==> config.mk <==
export PLATFORM = sky130hd
export DESIGN_NAME = zoom_scan_controller
export DESIGN_NICKNAME = d
export VERILOG_FILES = /design/src/rtl/zoom_scan_controller.sv
export SDC_FILE = /design/constraint.sdc
export NUM_CORES = 1
export LEC_CHECK = 0
export ABC_AREA = 1
export CAP_MARGIN = 20
export CORE_ASPECT_RATIO = 1.1
export CORE_MARGIN = 3
export CORE_UTILIZATION = 35
export DETAILED_ROUTE_END_ITERATION = 10
export PLACE_DENSITY_LB_ADDON = 0.12
export SKIP_LAST_GASP = 1
export SYNTH_ARGS = -nofsm -noshare
export SYNTH_HDL_FRONTEND = slang
export SYNTH_SLANG_ARGS = --single-unit
==> constraint.sdc <==
create_clock -name CLK -period 3.4 [get_ports CLK]
set_clock_uncertainty 0.1 [all_clocks]
set_input_delay 1.02 -clock CLK [delete_from_list [all_inputs] [get_ports CLK]]
set_output_delay 1.02 -clock CLK [all_outputs]
set_load 0.02 [all_outputs]
==> src/rtl/zoom_scan_controller.sv <==
// Raster coordinate sweeper for the zoom path: walks the output window, pairs each
// 1-cycle-latency source pixel with its coordinate and writes it to the framebuffer.
module zoom_scan_controller #(
    parameter int IMG_WIDTH_IN  = 160,
    parameter int IMG_HEIGHT_IN = 120,
    parameter int FB_WIDTH      = 320,
    parameter int FB_HEIGHT     = 240
) (
    input  logic        CLK,
    input  logic        RESET,
    input  logic        START,
    input  logic [1:0]  SHIFT_FACTOR,
    output logic [8:0]  X_OUT_COORD,
    output logic [7:0]  Y_OUT_COORD,
    output logic [1:0]  SHIFT_OUT,
    input  logic [7:0]  PIXEL_RD,
    output logic [16:0] W_ADDR,
    output logic [7:0]  W_DATA,
    output logic        W_EN,
    output logic        BUSY,
    output logic        DONE
);

    typedef enum logic [1:0] {
        S_IDLE  = 2'd0,
        S_RUN   = 2'd1,
        S_DRAIN = 2'd2,
        S_FIN   = 2'd3
    } state_t;

    state_t      state_q, state_d;
    logic [8:0]  x_q, x_d;
    logic [7:0]  y_q, y_d;
    logic [1:0]  shift_q, shift_d;
    logic [8:0]  act_w_q, act_w_d;
    logic [7:0]  act_h_q, act_h_d;
    logic        vld_q;
    logic [8:0]  wx_q;
    logic [7:0]  wy_q;

    // Zoomed size held at 12 bits so 160<<3 / 120<<3 do not wrap before clamping.
    logic [11:0] zoom_w, zoom_h;
    logic [8:0]  win_w;
    logic [7:0]  win_h;

    assign zoom_w = 12'(IMG_WIDTH_IN) << SHIFT_FACTOR;
    assign zoom_h = 12'(IMG_HEIGHT_IN) << SHIFT_FACTOR;
    assign win_w  = (zoom_w > 12'(FB_WIDTH))  ? 9'(FB_WIDTH)  : zoom_w[8:0];
    assign win_h  = (zoom_h > 12'(FB_HEIGHT)) ? 8'(FB_HEIGHT) : zoom_h[7:0];

    always_comb begin
        state_d = state_q;
        x_d     = x_q;
        y_d     = y_q;
        shift_d = shift_q;
        act_w_d = act_w_q;
        act_h_d = act_h_q;
        case (state_q)
            S_IDLE: begin
                x_d = 9'd0;
                y_d = 8'd0;
                if (START) begin
                    shift_d = SHIFT_FACTOR;
                    act_w_d = win_w;
                    act_h_d = win_h;
                    state_d = S_RUN;
                end
            end
            S_RUN: begin
                if (x_q == act_w_q - 9'd1) begin
                    // Final coordinate stays on the outputs through DRAIN and FIN.
                    if (y_q == act_h_q - 8'd1) begin
                        state_d = S_DRAIN;
                    end else begin
                        x_d = 9'd0;
                        y_d = y_q + 8'd1;
                    end
                end else begin
                    x_d = x_q + 9'd1;
                end
            end
            S_DRAIN: state_d = S_FIN;
            S_FIN: begin
                x_d     = 9'd0;
                y_d     = 8'd0;
                state_d = S_IDLE;
            end
            default: state_d = S_IDLE;
        endcase
    end

    always_ff @(posedge CLK) begin
        if (RESET) begin
            state_q <= S_IDLE;
            x_q     <= 9'd0;
            y_q     <= 8'd0;
            shift_q <= 2'd0;
            act_w_q <= 9'd0;
            act_h_q <= 8'd0;
            vld_q   <= 1'b0;
            wx_q    <= 9'd0;
            wy_q    <= 8'd0;
        end else begin
            state_q <= state_d;
            x_q     <= x_d;
            y_q     <= y_d;
            shift_q <= shift_d;
            act_w_q <= act_w_d;
            act_h_q <= act_h_d;
            vld_q   <= (state_q == S_RUN);
            wx_q    <= x_q;
            wy_q    <= y_q;
        end
    end

    assign X_OUT_COORD = x_q;
    assign Y_OUT_COORD = y_q;
    assign SHIFT_OUT   = shift_q;
    assign W_EN        = vld_q;
    // Pixel arrives one cycle after its coordinate, aligned with the delayed coordinate.
    assign W_DATA      = vld_q ? PIXEL_RD : 8'd0;
    assign W_ADDR      = 17'(wy_q) * 17'(FB_WIDTH) + 17'(wx_q);
    assign BUSY        = (state_q == S_RUN) || (state_q == S_DRAIN);
    assign DONE        = (state_q == S_FIN);

endmodule

==> results of run 1 <==
[how the worst max path moves through the flow]
stage / from / endpoint / slack (ps) / cells after the start
3_5_place_dp: wy_q[3]$_SDFF_PP0_ / W_ADDR[16] / -420 / 11
5_1_grt: wy_q[3]$_SDFF_PP0_ / W_ADDR[16] / -260 / 11
4_1_cts: wy_q[3]$_SDFF_PP0_ / W_ADDR[16] / -150 / 11
3_3_place_gp: wy_q[1]$_SDFF_PP0_ / W_ADDR[16] / -370 / 11
2_1_floorplan: wy_q[1]$_SDFF_PP0_ / W_ADDR[16] / 90 / 10
6_report: wy_q[3]$_SDFF_PP0_ / W_ADDR[16] / -120 / 11
[worst max-delay path, delay by kind of cell, from the launching register on]
kind / cells / cell delay, ps
compound gates: 1 / 120
flops: 1 / 350
simple gates: 4 / 470
xor+xnor: 1 / 200
fa+ha+maj: 3 / 790
buf+inv: 2 / 170
[power by group through the flow]
stage	sequential [mW]	combinational (mW)	clock [mW]
finish	0.634	0.839	0.413
global route	0.643	0.945	0.443
CTS	0.635	0.845	0.423
detailed placement	0.648	0.836	0
global placement	0.646	0.834	0
floorplan	0.659	0.600	0
[registers in the layout, indices dropped and copies added (netlist names)]
name / count
wy_q: 8
W_EN: 1
SHIFT_OUT: 2
X_OUT_COORD: 9
state_q: 2
act_h_q: 3
Y_OUT_COORD: 8
act_w_q: 2
wx_q: 9
[metrics by stage]
| stage | area [um^2] | cells | TNS, ps |
|---|---|---|---|
| final | 3840 | 577 | -322 |
| after global routing | 3840 | 577 | -985 |
| after CTS | 3830 | 578 | -337 |
| after detailed placement | 3640 | 569 | -1580 |
| after global placement | 3640 | 569 | -1280 |
| after floorplan | 2800 | 391 | 0 |
[area by class of cell]
class | count | area, um^2
Clock buffer | 5 | 68.8
Sequential cell | 44 | 883
Timing Repair Buffer | 88 | 791
Tap cell | 105 | 131
Clock inverter | 3 | 46.3
Multi-Input combinational cell | 275 | 1710
Inverter | 57 | 214
Fill cell | 784 | 3760
[kinds of logic (layout without fill, tap and decap cells)]
group / after synthesis / after routing / share of synthesized area
AND/OR/NAND/NOR: 194 / 194 / 0.316
buffers and inverters: 72 / 153 / 0.111
flip-flops: 44 / 44 / 0.316
AO/OA/AOI/OAI: 32 / 32 / 0.0610
adder cells (fa/ha/maj): 28 / 28 / 0.131
XOR/XNOR: 21 / 21 / 0.0659
[cell usage after synthesis]
| library cell | instances | share of area |
|---|---|---|
| a211oi_1 | 1 | 0.0027 |
| a21oi_1 | 22 | 0.039 |
| a31oi_1 | 1 | 0.0022 |
| buf_2 | 1 | 0.0018 |
| buf_4 | 6 | 0.016 |
| buf_6 | 2 | 0.0081 |
| clkbuf_1 | 6 | 0.0081 |
| dfxtp_1 | 44 | 0.32 |
| fa_1 | 2 | 0.014 |
| ha_1 | 26 | 0.12 |
| inv_1 | 50 | 0.067 |
| inv_2 | 7 | 0.0094 |
| nand2_1 | 93 | 0.13 |
| nand2_2 | 5 | 0.011 |
| nand2_4 | 1 | 0.0040 |
| nand3_1 | 26 | 0.047 |
| nand3_2 | 2 | 0.0072 |
| nand3_4 | 1 | 0.0063 |
| nand3b_1 | 2 | 0.0054 |
| nand4_1 | 7 | 0.016 |
| nor2_1 | 44 | 0.059 |
| nor2_2 | 1 | 0.0022 |
| nor2_4 | 3 | 0.012 |
| nor3_1 | 4 | 0.0072 |
| nor3_2 | 1 | 0.0036 |
| nor3b_1 | 3 | 0.0081 |
| o211ai_1 | 1 | 0.0027 |
| o21ai_0 | 2 | 0.0036 |
| o21ai_1 | 4 | 0.0072 |
| o21ai_2 | 1 | 0.0031 |
| or2_1 | 1 | 0.0022 |
| xnor2_1 | 7 | 0.022 |
| xor2_1 | 14 | 0.044 |
[metal layers]
layer  part of all wire  wire length (um)
met4              0.011                69
met3              0.035               220
met2               0.50              3150
met5                  0                 0
met1               0.46              2870
[repair_timing]
| action | CTS | global route |
|---|---|---|
| pin swaps | 11 | 5 |
| endpoints found under the hold margin | 0 | 0 |
| resized for setup | 48 | 8 |
| endpoints found under the setup margin | 8 | 8 |
| setup buffers | 1 | 1 |
[cell usage in the layout (no fill, tap or decap), drive strengths merged, types with 14 or more instances in the layout]
cell,count
inv,58
nand3,29
nor2,48
nand2,99
a21oi,22
buf,35
dfxtp,44
ha,26
xor2,14
clkdlybuf4s50,50
==> reports/results.tsv, run 1 <==
stage	metric	value	unit
layout	area grow syn2layout	37.6	%
grt	GRT overflow	0	
floorplan	Die Wd	91.2	um
routing	remaining antenna violation count	0	
clocking	CTS Buf Count	5	
setup_path	WP data required	2280	ps
sta	measured slew at the worst slew-check pin	547	ps
sta	Final min period	3520	ps
synth	Ys Warns	0	
grt	grt peak-use layer	met2	
grt	number of global-route vias before repair	2437	
layout	Net count, final	512	
clocking	CTS tree	yes	
status	failing checks	setup timing	
clocking	worst skew pair latency	300	ps
synth	Yosys reg bits	44	
synth	area of the mapped netlist	2790	um^2
setup_path	R2R setup slack	940	ps
setup_path	R2R Path End	X_OUT_COORD[7]$_SDFFE_PP0P_	
setup_path	crit path cell chain	ha_4, ha_4, inv_2, fa_2, xnor2_2, nand3_2, nor2_2, nand2_2, or2_1, o21ai_2, buf_6	
floorplan	die area	9080	um^2
routing	DRC violations left	0	
clocking	hold-fix buffers at CTS	0	
routing	Routed WL per cell	10.9	um
grt	antenna violations before repair	0	
worst_hold_path	Hold Crit Start	SHIFT_OUT[1]$_SDFFE_PP0P_	
setup_path	Crit Reg-Reg Startpoint	state_q[0]$_SDFFE_PP0P_	
pwr	switching pwr	810	uW
grt	M1 GR Usage	0.178	
routing	Iter 0 DRT Violations	136	
worst_hold_path	Hold Path Class	reg2reg	
grt	met3 global-route usage	0.0272	
layout	share of cells above drive strength 1	0.182	
synth	Post-Syn Instances	391	
layout	number of antenna diodes	0	
worst_hold_path	worst hold path endpoint	SHIFT_OUT[1]$_SDFFE_PP0P_	
sta	fmax	284	MHz
routing	Routed WL	6.31	mm
sta	hold slack	370	ps
clocking	clock buffer depth	2	
sta	Slew Limit Headroom	0.633	
pwr	Sw Share	0.430	
routing	Via density	4.48	
setup_path	crit-path max FO	3	
pwr	Logic pwr share	0.445	
grt	first-pass GRT wire length	11.0	mm
layout	final core utilization	0.506	
placement	I/O Buffers	59	
placement	worst setup slack after placement	-421	ps
setup_path	Startpoint Class	flop	
grt	largest net degree at the start of global routing	28	
setup_path	Crit path top cell by count	ha_4	
placement	Detail Placement HPWL	4.94	mm
sta	RSZ-0062 raised after global routing	yes	
status	outcome	finished, violations left	
grt	grt met2 use	0.257	
routing	total number of vias	2586	
placement	GP Congestion	0.851	
run	Max Cap Viol	0	
clocking	Reg clk slew, reported paths	90	ps
setup_path	critical path arrival	2400	ps
floorplan	CORE AREA	7600	um^2
setup_path	Critical-path top delay cell	fa_2	
sta	Fin. Hold Viols	0	
pwr	Pwr Total	1.89	mW
grt	total track usage	0.145	
synth	syn avg cell area	7.14	um^2
worst_hold_path	WHS Path Cells	2	
sta	Max Slew Vio Count	0	
synth	synth unique cells	33	
pwr	Peak VDD IR	0.000554	V
clocking	clock sinks	44	
setup_path	CP max stage delay	390	ps
setup_path	Crit Path Category	reg2out	
sta	Final Cycle Share	1.04	
floorplan	Top Ports	60	
floorplan	Initial Utilization	0.367	
synth	Syn Nets	432	
pwr	Clock power frac	0.219	
setup_path	Critical Path Sink Type	output pin	
sta	Final Worst Setup Slack	-124	ps
routing	first drt pass iteration count	4	
clocking	clock root buffer	clkbuf_8	
pwr	PwrDens	491	nW/um^2
setup_path	r2r worst-path depth	8	
clocking	H-tree Lvls	2	
sta	Finish-stage setup viols	4	
pwr	Flop pwr share	0.336	
synth	Seq/Total Area, Yosys	0.316	
pwr	Pint	1.08	mW
floorplan	Rows	33	
pwr	Lkg Pwr	1.83	nW
floorplan	Die Y-Extent	99.7	um
Note: power is estimated with default switching activity, not from simulation.
==> inputs of run 2 (changes only) <==
--- a/config.mk
+++ b/config.mk
@@ -13,6 +13,7 @@
 export DETAILED_ROUTE_END_ITERATION = 10
 export PLACE_DENSITY_LB_ADDON = 0.12
 export SKIP_LAST_GASP = 1
+export SLEW_MARGIN = 20
 export SYNTH_ARGS = -nofsm -noshare
 export SYNTH_HDL_FRONTEND = slang
 export SYNTH_SLANG_ARGS = --single-unit
==> results of run 2 <==
Final layout, timing and power as in run 1 (identical DEF).
==> inputs of run 3 (changes only) <==
--- a/config.mk
+++ b/config.mk
@@ -8,7 +8,7 @@
 export ABC_AREA = 1
 export CAP_MARGIN = 20
 export CORE_ASPECT_RATIO = 1.1
-export CORE_MARGIN = 3
+export CORE_MARGIN = 2
 export CORE_UTILIZATION = 35
 export DETAILED_ROUTE_END_ITERATION = 10
 export PLACE_DENSITY_LB_ADDON = 0.12
==> reports/results.tsv, run 3 (synthesis results as in run 1) <==
stage	metric	value	unit	change
status	failing checks	setup timing		unchanged
layout	commonest non-fill, non-tap cell in the layout	nand2_1		unchanged
routing	remaining antenna violation count	0		unchanged
clocking	CTS Buf Count	5		unchanged
setup_path	r2r worst-path depth	8		unchanged
routing	Iter 0 DRT Violations	100		was 136
sta	Final min period	3470	ps	was 3520 ps
worst_hold_path	WHS Path Cells	2		unchanged
layout	final non-filler cell area	3880	um^2	was 3840 um^2
routing	Via density	4.46		was 4.48
setup_path	CP startpoint	wy_q[3]$_SDFF_PP0_		unchanged
placement	placed insts	573		was 569
worst_hold_path	worst hold path endpoint	SHIFT_OUT[0]$_SDFFE_PP0P_		was SHIFT_OUT[1]$_SDFFE_PP0P_
setup_path	Crit Reg-Reg Startpoint	state_q[0]$_SDFFE_PP0P_		unchanged
setup_path	R2R Path End	X_OUT_COORD[7]$_SDFFE_PP0P_		unchanged
grt	first-pass GRT wire length	10.6	mm	was 11.0 mm
floorplan	die area	8710	um^2	was 9080 um^2
clocking	worst skew pair latency	300	ps	about the same
setup_path	crit-path max FO	2		was 3
routing	first drt pass iteration count	4		unchanged
sta	hold slack	371	ps	was 370 ps
clocking	clock sinks	44		unchanged
routing	Routed WL per cell	10.9	um	about the same
setup_path	Critical Path Sink Type	output pin		unchanged
status	outcome	finished, violations left		unchanged
sta	Final Worst Setup Slack	-69.5	ps	was -124 ps
clocking	clock buffer depth	2		unchanged
routing	DRC violations left	0		unchanged
setup_path	R2R setup slack	940	ps	about the same
sta	Final Cycle Share	1.02		was 1.04
layout	Filler cells	793		was 784
setup_path	Startpoint Class	flop		unchanged
clocking	Reg clk slew, reported paths	90	ps	about the same
layout	Net count, final	513		was 512
routing	total number of vias	2592		was 2,586
sta	Finish-stage setup viols	4		unchanged
sta	measured slew at the worst slew-check pin	558	ps	was 547 ps
placement	Detail Placement HPWL	4.86	mm	was 4.94 mm
worst_hold_path	Hold Crit Start	SHIFT_OUT[0]$_SDFFE_PP0P_		was SHIFT_OUT[1]$_SDFFE_PP0P_
worst_hold_path	Hold Path Class	reg2reg		unchanged
grt	GRT overflow	0		unchanged
sta	Fin. Hold Viols	0		unchanged
routing	Routed WL	6.31	mm	about the same
pwr	Pwr Total	1.88	mW	was 1.89 mW
grt	total track usage	0.150		was 0.145
floorplan	Top Ports	60		unchanged
floorplan	Rows	34		was 33
floorplan	CORE AREA	7830	um^2	was 7600 um^2
placement	I/O Buffers	59		unchanged
clocking	H-tree Lvls	2		unchanged
layout	number of antenna diodes	0		unchanged
sta	Slew Limit Headroom	0.625		was 0.633
clocking	CTS tree	yes		unchanged
setup_path	Crit Path Category	reg2out		unchanged
grt	largest net degree at the start of global routing	29		was 28
run	Max Cap Viol	0		unchanged
placement	DP Area	3650	um^2	was 3640 um^2
clocking	clock root buffer	clkbuf_8		unchanged
sta	RSZ-0062 raised after global routing	yes		unchanged
floorplan	Die Y-Extent	97.7	um	was 99.7 um
sta	Max Slew Vio Count	0		unchanged
layout	Finished Layout Cells	581		was 577
layout	share of cells above drive strength 1	0.190		was 0.182
grt	number of global-route vias before repair	2332		was 2,437
pwr	Lkg Pwr	1.83	nW	about the same
floorplan	Die Wd	89.2	um	was 91.2 um
setup_path	WP data required	2280	ps	about the same
layout	area grow syn2layout	39.0	%	was 37.6%
sta	fmax	288	MHz	was 284 MHz
setup_path	critical path arrival	2350	ps	was 2400 ps
layout	commonest cells after routing, fill and taps aside	92 x nand2_1, 50 x clkdlybuf4s50_1, 48 x inv_1		was 92 x nand2_1, 50 x clkdlybuf4s50_1, 47 x inv_1
pwr	Peak VDD IR	0.000464	V	was 0.000554 V
floorplan	Initial Utilization	0.357		was 0.367
placement	GP Congestion	0.781		was 0.851
grt	antenna violations before repair	0		unchanged
pwr	PwrDens	484	nW/um^2	was 491 nW/um^2
## run 3: cell types whose count changed in the layout (fill, tap and decap cells not counted)
cell     delta
inv_1       +1
ha_4        +1
inv_2       -1
a21oi_2     +1
nand3_2     +1
xor2_2      +1
buf_4       +1
nand3_1     -1
a21oi_1     -1
xor2_1      -1
ha_1        -1
## run 3: worst max-delay path, stage by stage, from the launching register on
cell	delay, ps
dfxtp_2	350
ha_4	270
ha_4	130
inv_2	30
fa_2	350
xnor2_2	170
buf_4	140
nand2_1	60
nor2_2	100
nand2_1	60
nor2_1	110
xnor2_1	120
buf_4	160
## run 3: area by class of cell
type,instances,area (um^2),area share
multi-input combinational,275,1740,0.447
sequential,44,883,0.228
timing repair buffer,89,798,0.206
inverter,57,214,0.0551
tap,108,135,0.0348
clock buffer,5,68.8,0.0177
clock inverter,3,46.3,0.0119
## run 3: worst max-delay path by stage
stage | cells after the start | slack, ps | to
after CTS | 11 | -110 | W_ADDR[16]
final | 12 | -70 | W_ADDR[15]
after detailed placement | 12 | -360 | W_ADDR[15]
after global placement | 12 | -310 | W_ADDR[15]
after floorplan | 10 | 90 | W_ADDR[16]
after global routing | 11 | -270 | W_ADDR[14]
## run 3: where the power goes
group	total [mW]	leakage, nW	switching [mW]	internal, mW
combinational	0.837	1.42	0.557	0.280
sequential	0.635	0.358	0.0606	0.574
clock	0.408	0.0548	0.187	0.221
## run 3: routing by layer
layer  global-route usage  share of wire
met4               0.0528          0.017
met2                0.244           0.48
met1                0.196           0.47
met3               0.0272          0.036
met5                    0              0
## run 3: metrics by stage
stage	TNS, ps	util	worst slack, ps
finish	-218	0.496	-69.5
global route	-898	0.496	-266
CTS	-362	0.495	-112
detailed placement	-1560	0.466	-359
global placement	-1280	0.466	-312
floorplan	0	-	88.3
## run 3: timing repair
item,CTS,global route
setup buffers,0,0
gates resized for setup,51,8
pin swaps,3,4
hold buffers,0,0
setup endpoints to repair,8,8
